--- src/rtl/vga_pkg.sv ---
// Shared types and default timing constants for the framebuffer arbiter.
package vga_pkg;

  localparam int unsigned DefHd        = 1280;
  localparam int unsigned DefVd        = 1024;
  localparam int unsigned DefDataW     = 12;
  localparam int unsigned FRAME_PIXELS = DefHd * DefVd;

  typedef logic [DefDataW-1:0] pixel_t;

  typedef enum logic [1:0] {
    S_RUN,
    S_DONE,
    S_FLUSH
  } arb_state_e;

endpackage

--- src/rtl/vga_pixel_fifo.sv ---
// Synchronous pixel FIFO with single-cycle flush; pops on empty are ignored.
module vga_pixel_fifo #(
  parameter int unsigned DEPTH  = 16,
  parameter int unsigned DATA_W = 12
) (
  input  logic                       clk,
  input  logic                       arstn,
  input  logic                       push_i,
  input  logic [DATA_W-1:0]          wdata_i,
  input  logic                       pop_i,
  input  logic                       flush_i,
  output logic [DATA_W-1:0]          rdata_o,
  output logic [$clog2(DEPTH):0]     count_o,
  output logic                       empty_o
);

  localparam int unsigned PtrW = $clog2(DEPTH);
  localparam int unsigned CntW = PtrW + 1;

  logic [DATA_W-1:0] mem_q [DEPTH];
  logic [PtrW-1:0]   wptr_q, wptr_d;
  logic [PtrW-1:0]   rptr_q, rptr_d;
  logic [CntW-1:0]   cnt_q, cnt_d;
  logic              do_pop;

  assign empty_o = (cnt_q == '0);
  assign do_pop  = pop_i && !empty_o;
  assign rdata_o = mem_q[rptr_q];
  assign count_o = cnt_q;

  always_comb begin
    wptr_d = wptr_q;
    rptr_d = rptr_q;
    cnt_d  = cnt_q;
    if (flush_i) begin
      wptr_d = '0;
      rptr_d = '0;
      cnt_d  = '0;
    end else begin
      if (push_i) wptr_d = wptr_q + 1'b1;
      if (do_pop) rptr_d = rptr_q + 1'b1;
      case ({push_i, do_pop})
        2'b10:   cnt_d = cnt_q + 1'b1;
        2'b01:   cnt_d = cnt_q - 1'b1;
        default: cnt_d = cnt_q;
      endcase
    end
  end

  always_ff @(posedge clk) begin
    if (!arstn) begin
      wptr_q <= '0;
      rptr_q <= '0;
      cnt_q  <= '0;
    end else begin
      wptr_q <= wptr_d;
      rptr_q <= rptr_d;
      cnt_q  <= cnt_d;
    end
  end

  // Storage needs no reset; the pointers alone define validity.
  always_ff @(posedge clk) begin
    if (push_i && !flush_i) mem_q[wptr_q] <= wdata_i;
  end

endmodule

--- src/rtl/vga_fb_arbiter.sv ---
// Arbitrates one single-port pixel memory between display prefetch and host writes.
module vga_fb_arbiter
  import vga_pkg::*;
#(
  parameter int unsigned HSYNC_BITS = 11,
  parameter int unsigned VSYNC_BITS = 11,
  parameter int unsigned HD         = DefHd,
  parameter int unsigned VD         = DefVd,
  parameter int unsigned ADDR_W     = 21,
  parameter int unsigned DATA_W     = 12,
  parameter int unsigned FIFO_DEPTH = 16,
  parameter int unsigned MAX_WAIT   = 8
) (
  input  logic                  clk,
  input  logic                  arstn,
  input  logic [HSYNC_BITS-1:0] hcount,
  input  logic [VSYNC_BITS-1:0] vcount,
  input  logic                  pixel_enable,
  input  logic                  host_valid,
  input  logic [ADDR_W-1:0]     host_addr,
  input  logic [DATA_W-1:0]     host_wdata,
  output logic                  host_ready,
  output logic                  mem_req,
  output logic                  mem_we,
  output logic [ADDR_W-1:0]     mem_addr,
  output logic [DATA_W-1:0]     mem_wdata,
  input  logic [DATA_W-1:0]     mem_rdata,
  output logic [DATA_W-1:0]     pix_data,
  output logic                  underflow
);

  localparam int unsigned CntW  = $clog2(FIFO_DEPTH) + 1;
  localparam int unsigned WaitW = $clog2(MAX_WAIT + 1);
  localparam logic [ADDR_W-1:0] LastAddr = ADDR_W'(HD * VD - 1);
  localparam logic [CntW:0]     DepthOcc = (CntW + 1)'(FIFO_DEPTH);
  localparam logic [WaitW-1:0]  MaxWait  = WaitW'(MAX_WAIT);

  arb_state_e        state_q, state_d;
  logic [ADDR_W-1:0] fetch_addr_q, fetch_addr_d;
  logic [WaitW-1:0]  wait_q, wait_d;
  logic              inflight_q;
  logic [DATA_W-1:0] pix_data_q, pix_data_d;
  logic              underflow_q, underflow_d;

  logic [DATA_W-1:0] fifo_rdata;
  logic [CntW-1:0]   fifo_count;
  logic              fifo_empty;
  logic [CntW:0]     occupancy;
  logic              frame_start, flushing, fifo_push;
  logic              disp_elig, disp_grant, host_grant;

  assign frame_start = (hcount == '0) && (vcount == VSYNC_BITS'(VD));
  assign flushing    = (state_q == S_FLUSH);
  // A return arriving in the flush cycle belongs to the previous frame.
  assign fifo_push   = inflight_q && !flushing;

  assign occupancy  = {1'b0, fifo_count} + {{CntW{1'b0}}, inflight_q};
  assign disp_elig  = arstn && (state_q == S_RUN) && (occupancy < DepthOcc);
  assign host_grant = arstn && host_valid && !flushing && (!disp_elig || wait_q == MaxWait);
  assign disp_grant = disp_elig && !host_grant;

  assign host_ready = host_grant;
  assign pix_data   = pix_data_q;
  assign underflow  = underflow_q;

  always_comb begin
    mem_req   = 1'b0;
    mem_we    = 1'b0;
    mem_addr  = fetch_addr_q;
    mem_wdata = '0;
    if (host_grant) begin
      mem_req   = 1'b1;
      mem_we    = 1'b1;
      mem_addr  = host_addr;
      mem_wdata = host_wdata;
    end else if (disp_grant) begin
      mem_req = 1'b1;
    end
  end

  always_comb begin
    state_d      = state_q;
    fetch_addr_d = fetch_addr_q;
    unique case (state_q)
      S_RUN: begin
        if (disp_grant) begin
          fetch_addr_d = fetch_addr_q + 1'b1;
          if (fetch_addr_q == LastAddr) state_d = S_DONE;
        end
      end
      S_DONE: state_d = S_DONE;
      S_FLUSH: begin
        state_d      = S_RUN;
        fetch_addr_d = '0;
      end
      default: state_d = S_RUN;
    endcase
    if (frame_start) state_d = S_FLUSH;
  end

  always_comb begin
    wait_d = wait_q;
    if (!host_valid || host_grant) begin
      wait_d = '0;
    end else if (wait_q != MaxWait) begin
      wait_d = wait_q + 1'b1;
    end
  end

  always_comb begin
    pix_data_d  = '0;
    underflow_d = underflow_q;
    if (pixel_enable) begin
      if (fifo_empty) underflow_d = 1'b1;
      else            pix_data_d  = fifo_rdata;
    end
  end

  always_ff @(posedge clk) begin
    if (!arstn) begin
      state_q      <= S_RUN;
      fetch_addr_q <= '0;
      wait_q       <= '0;
      inflight_q   <= 1'b0;
      pix_data_q   <= '0;
      underflow_q  <= 1'b0;
    end else begin
      state_q      <= state_d;
      fetch_addr_q <= fetch_addr_d;
      wait_q       <= wait_d;
      inflight_q   <= disp_grant;
      pix_data_q   <= pix_data_d;
      underflow_q  <= underflow_d;
    end
  end

  vga_pixel_fifo #(
    .DEPTH  (FIFO_DEPTH),
    .DATA_W (DATA_W)
  ) u_fifo (
    .clk     (clk),
    .arstn   (arstn),
    .push_i  (fifo_push),
    .wdata_i (mem_rdata),
    .pop_i   (pixel_enable),
    .flush_i (flushing),
    .rdata_o (fifo_rdata),
    .count_o (fifo_count),
    .empty_o (fifo_empty)
  );

endmodule

--- config.mk ---
export PLATFORM = sky130hd
export DESIGN_NAME = vga_fb_arbiter
export DESIGN_NICKNAME = d
export VERILOG_FILES = /design/src/rtl/vga_pkg.sv /design/src/rtl/vga_pixel_fifo.sv /design/src/rtl/vga_fb_arbiter.sv
export SDC_FILE = /design/constraint.sdc
export NUM_CORES = 1
export LEC_CHECK = 0
export CORE_UTILIZATION = 50
export DETAILED_ROUTE_END_ITERATION = 6
export PLACE_DENSITY = 0.75
export SLEW_MARGIN = 20
export SYNTH_ARGS = -nofsm -noshare
export SYNTH_HDL_FRONTEND = slang
export SYNTH_SLANG_ARGS = --single-unit
--- constraint.sdc ---
create_clock -name clk -period 2.7 [get_ports clk]
set_input_delay 0.27 -clock clk [delete_from_list [all_inputs] [get_ports clk]]
set_output_delay 0.27 -clock clk [all_outputs]
set_load 0.02 [all_outputs]
==> flow_summary.json <==
{
  "synth.largest_area_cell": "edfxtp_1",
  "drt-total-wl_um": 22300,
  "clk_latency_ps": 520,
  "die_h_um": 144,
  "syn_inst": 635,
  "vias": 6239,
  "via_per_inst": 5.82,
  "grt-ovfl-total": 0,
  "fin_util_pct": 65.0,
  "layout.nets": 872,
  "core_mm2": 0.0197,
  "grt_pass1_vias": 6435,
  "worst_ir_drop_vdd_uv": 448,
  "crit_required_ps": 3140,
  "setup_tns_ps": 0,
  "ctsRootBufferMaster": "clkbuf_16",
  "clock_path_buffers": 3,
  "cts_tree": "yes",
  "synthXorXnorAreaFrac_pct": 1.47,
  "layout_setup_ws_ps": 64.8,
  "area_growth_syn_to_layout_pct": 25.9,
  "async_reset_ff_share_pct": 0,
  "worstReg2RegStart": "u_fifo.count_o[0]",
  "avgSynthCellArea_um2": 16.0,
  "synth-seq-area-share_pct": 67.5,
  "rsz0062_at_grt": "true",
  "slew_headroom_pct": 55.9,
  "synth_flop_cell": "edfxtp_1",
  "crit_path_end_kind": "flip-flop",
  "start_kind": "flip-flop",
  "gp_congestion": 0.793,
  "dp_hpwl_um": 14000,
  "firstDrtPassIters": 6,
  "synth_top_area_share_pct": 56.8,
  "clkTransAtPathRegs_ps": 60,
  "h-tree-depth": 1,
  "die_area_mm2": 0.0209,
  "max_freq_mhz": 379,
  "maxCapViolations": 0,
  "synthAdderAreaFrac_pct": 1.68,
  "yosys-top-cells-count": "192 x edfxtp_1, 54 x dfxtp_1, 48 x mux4_2",
  "drive_gt1_share_pct": 23.3,
  "hold_violations": 0,
  "post-route-period-util_pct": 97.6,
  "status": "completed",
  "worst_hold_slack_ps": 449,
  "initial_core_util_pct": 51.6,
  "cp_data_arrival_time_ps": 3070,
  "cts_setup_buffers": 0,
  "crit_type": "flip-flop to flip-flop",
  "place_ws_ps": -0.727,
  "routedWlPerCell_um": 20.8,
  "synthMuxAreaShare_pct": 13.2,
  "cts_buffers": 25,
  "syn_area_mm2": 0.0101,
  "grt_util_all_layers_pct": 22.2,
  "power_leakage_nw": 4.33,
  "grt_max_degree": 35,
  "n_antenna_cell": 0,
  "synth-seq-cells": 246,
  "p_per_area_mw_per_mm2": 790,
  "syn-num-nets": 719,
  "synth.area.top_cells": "edfxtp_1 57%, dfxtp_1 11%, mux4_2 11%",
  "fin_cells": 1072,
  "ys_warn_count": 0,
  "io_buffer_count": 119,
  "grt_pass1_wl_um": 34800,
  "cts_hold_buffers": 0,
  "synth_top_family_by_area": "multiplexers",
  "dieWidth_um": 144,
  "hold_start": "arstn",
  "ys_types": 49,
  "rows": 51,
  "synth.most_common_cell": "edfxtp_1",
  "ant_nets": 0,
  "clock_sinks": 246,
  "synth_compound_gate_area_share_pct": 4.93,
  "synth_edf_count": 192,
  "fillers": 1410,
  "dp.cells": 1025,
  "fin_crit_ps": 2640,
  "drtIter0Drc": 503,
  "hp-class": "primary input to flip-flop",
  "worst_pin_slew_ps": 661,
  "setup_violations": 0,
  "skew_ps": 18.7,
  "ios": 120,
  "cp_max_fo": 5,
  "startpoint": "u_fifo.count_o[0]",
  "synthSimpleGateAreaFrac_pct": 9.25,
  "maxSlewViolCount": 0,
  "drc": 0,
  "antenna_found_initial": 0
}
==> worst max-delay path: stages, from the launching register on <==
cell      delay, ps
dfxtp_1         310
or4_1           560
o21a_1          220
ha_2            220
ha_1            310
nor2b_1         160
o21ai_1         190
a211oi_2        100
or3_1           350
a21oi_1         140
==> layer usage <==
| metal | wire (um) | vias up | global-route usage, % |
|---|---|---|---|
| li1 | - | 2793 | - |
| met1 | 8790 | 3112 | 27.4 |
| met2 | 11600 | 292 | 40.4 |
| met3 | 1420 | 42 | 3.68 |
| met4 | 489 | 0 | 5.87 |
| met5 | 0 | - | 0 |
==> layout by cell type (no fill, tap or decap), types with 3 or more instances in the layout <==
cell             count
edfxtp_1           192
clkdlybuf4s50_1     84
dfxtp_1             49
mux4_2              48
buf_4               36
nor2_1              32
clkbuf_16           26
nor3_1              21
nand2_1             19
mux2_2              19
and2_1              18
a21oi_1             18
nor2b_1             14
a211oi_1            14
inv_1               13
buf_2               13
o22ai_1             12
nand3_1             12
ha_1                11
o21ai_0             10
xnor2_1             10
clkdlybuf4s15_1     10
nand4_1              8
bufinv_16            8
clkbuf_2             8
or4_1                7
or3_1                7
xor2_1               7
nor4_1               6
o31ai_1              6
nand2b_1             5
mux2i_1              4
dfxtp_2              4
buf_12               4
o21a_1               3
nor4b_1              3
clkbuf_1             3
clkinv_2             3
clkbuf_8             3
==> registers in the layout, indices dropped and copies added, names as in the netlist <==
name / count
wait_q: 4
state_q: 2
inflight_q: 1
u_fifo.count_o: 5
u_fifo.wptr_q: 4
u_fifo.rptr_q: 4
u_fifo.mem_q: 192
pix_data: 12
underflow: 1
fetch_addr_q: 21
==> what timing repair did <==
action,in CTS,in global routing
gates resized for setup,67,43
endpoints found under the setup margin,36,31
endpoints found under the hold margin,0,0
cloned,0,1
pin swaps,1,1
==> through the flow <==
| stage | area (um2) | power, W |
|---|---|---|
| final | 12800 | 0.0101 |
| after floorplan | 10100 | 0.00556 |
| after CTS | 12800 | 0.0102 |
| after detailed placement | 11900 | 0.00622 |
| after global placement | 11900 | 0.00615 |
| after global routing | 12800 | 0.0105 |
==> final timing paths <==
kind | cells after the start | slack (ps) | endpoint
max | 9 | 60 | u_fifo.count_o[4]
min | 2 | 450 | underflow
max reg2reg | 9 | 60 | u_fifo.count_o[4]
min reg2reg | 1 | 490 | underflow
==> power breakdown <==
part | switching (W) | internal, W | leakage [nW]
clock | 0.00140 | 0.00255 | 0.469
sequential | 0.000132 | 0.00428 | 2.17
combinational | 0.000847 | 0.000878 | 1.69
total | 0.00238 | 0.00771 | 4.33
==> cell families (layout without fill, tap and decap cells) <==
logic type | after synthesis | count (layout)
buffers and inverters | 47 | 219
XOR/XNOR | 17 | 17
AND/OR/NAND/NOR | 166 | 166
adder cells (fa/ha/maj) | 13 | 13
AO/OA/AOI/OAI | 75 | 75
multiplexers | 71 | 71
flip-flops | 246 | 246
==> area by class of cell <==
type                       instances  area (um2)  area share (%)
inverter                          13        48.8           0.382
clock inverter                    15         284            2.22
sequential                       246        6860            53.6
timing repair buffer             160        1460            11.5
clock buffer                      31         678            5.31
multi-input combinational        342        3120            24.4
tap                              265         332            2.59
No activity file was read; power rests on OpenSTA's default activity.
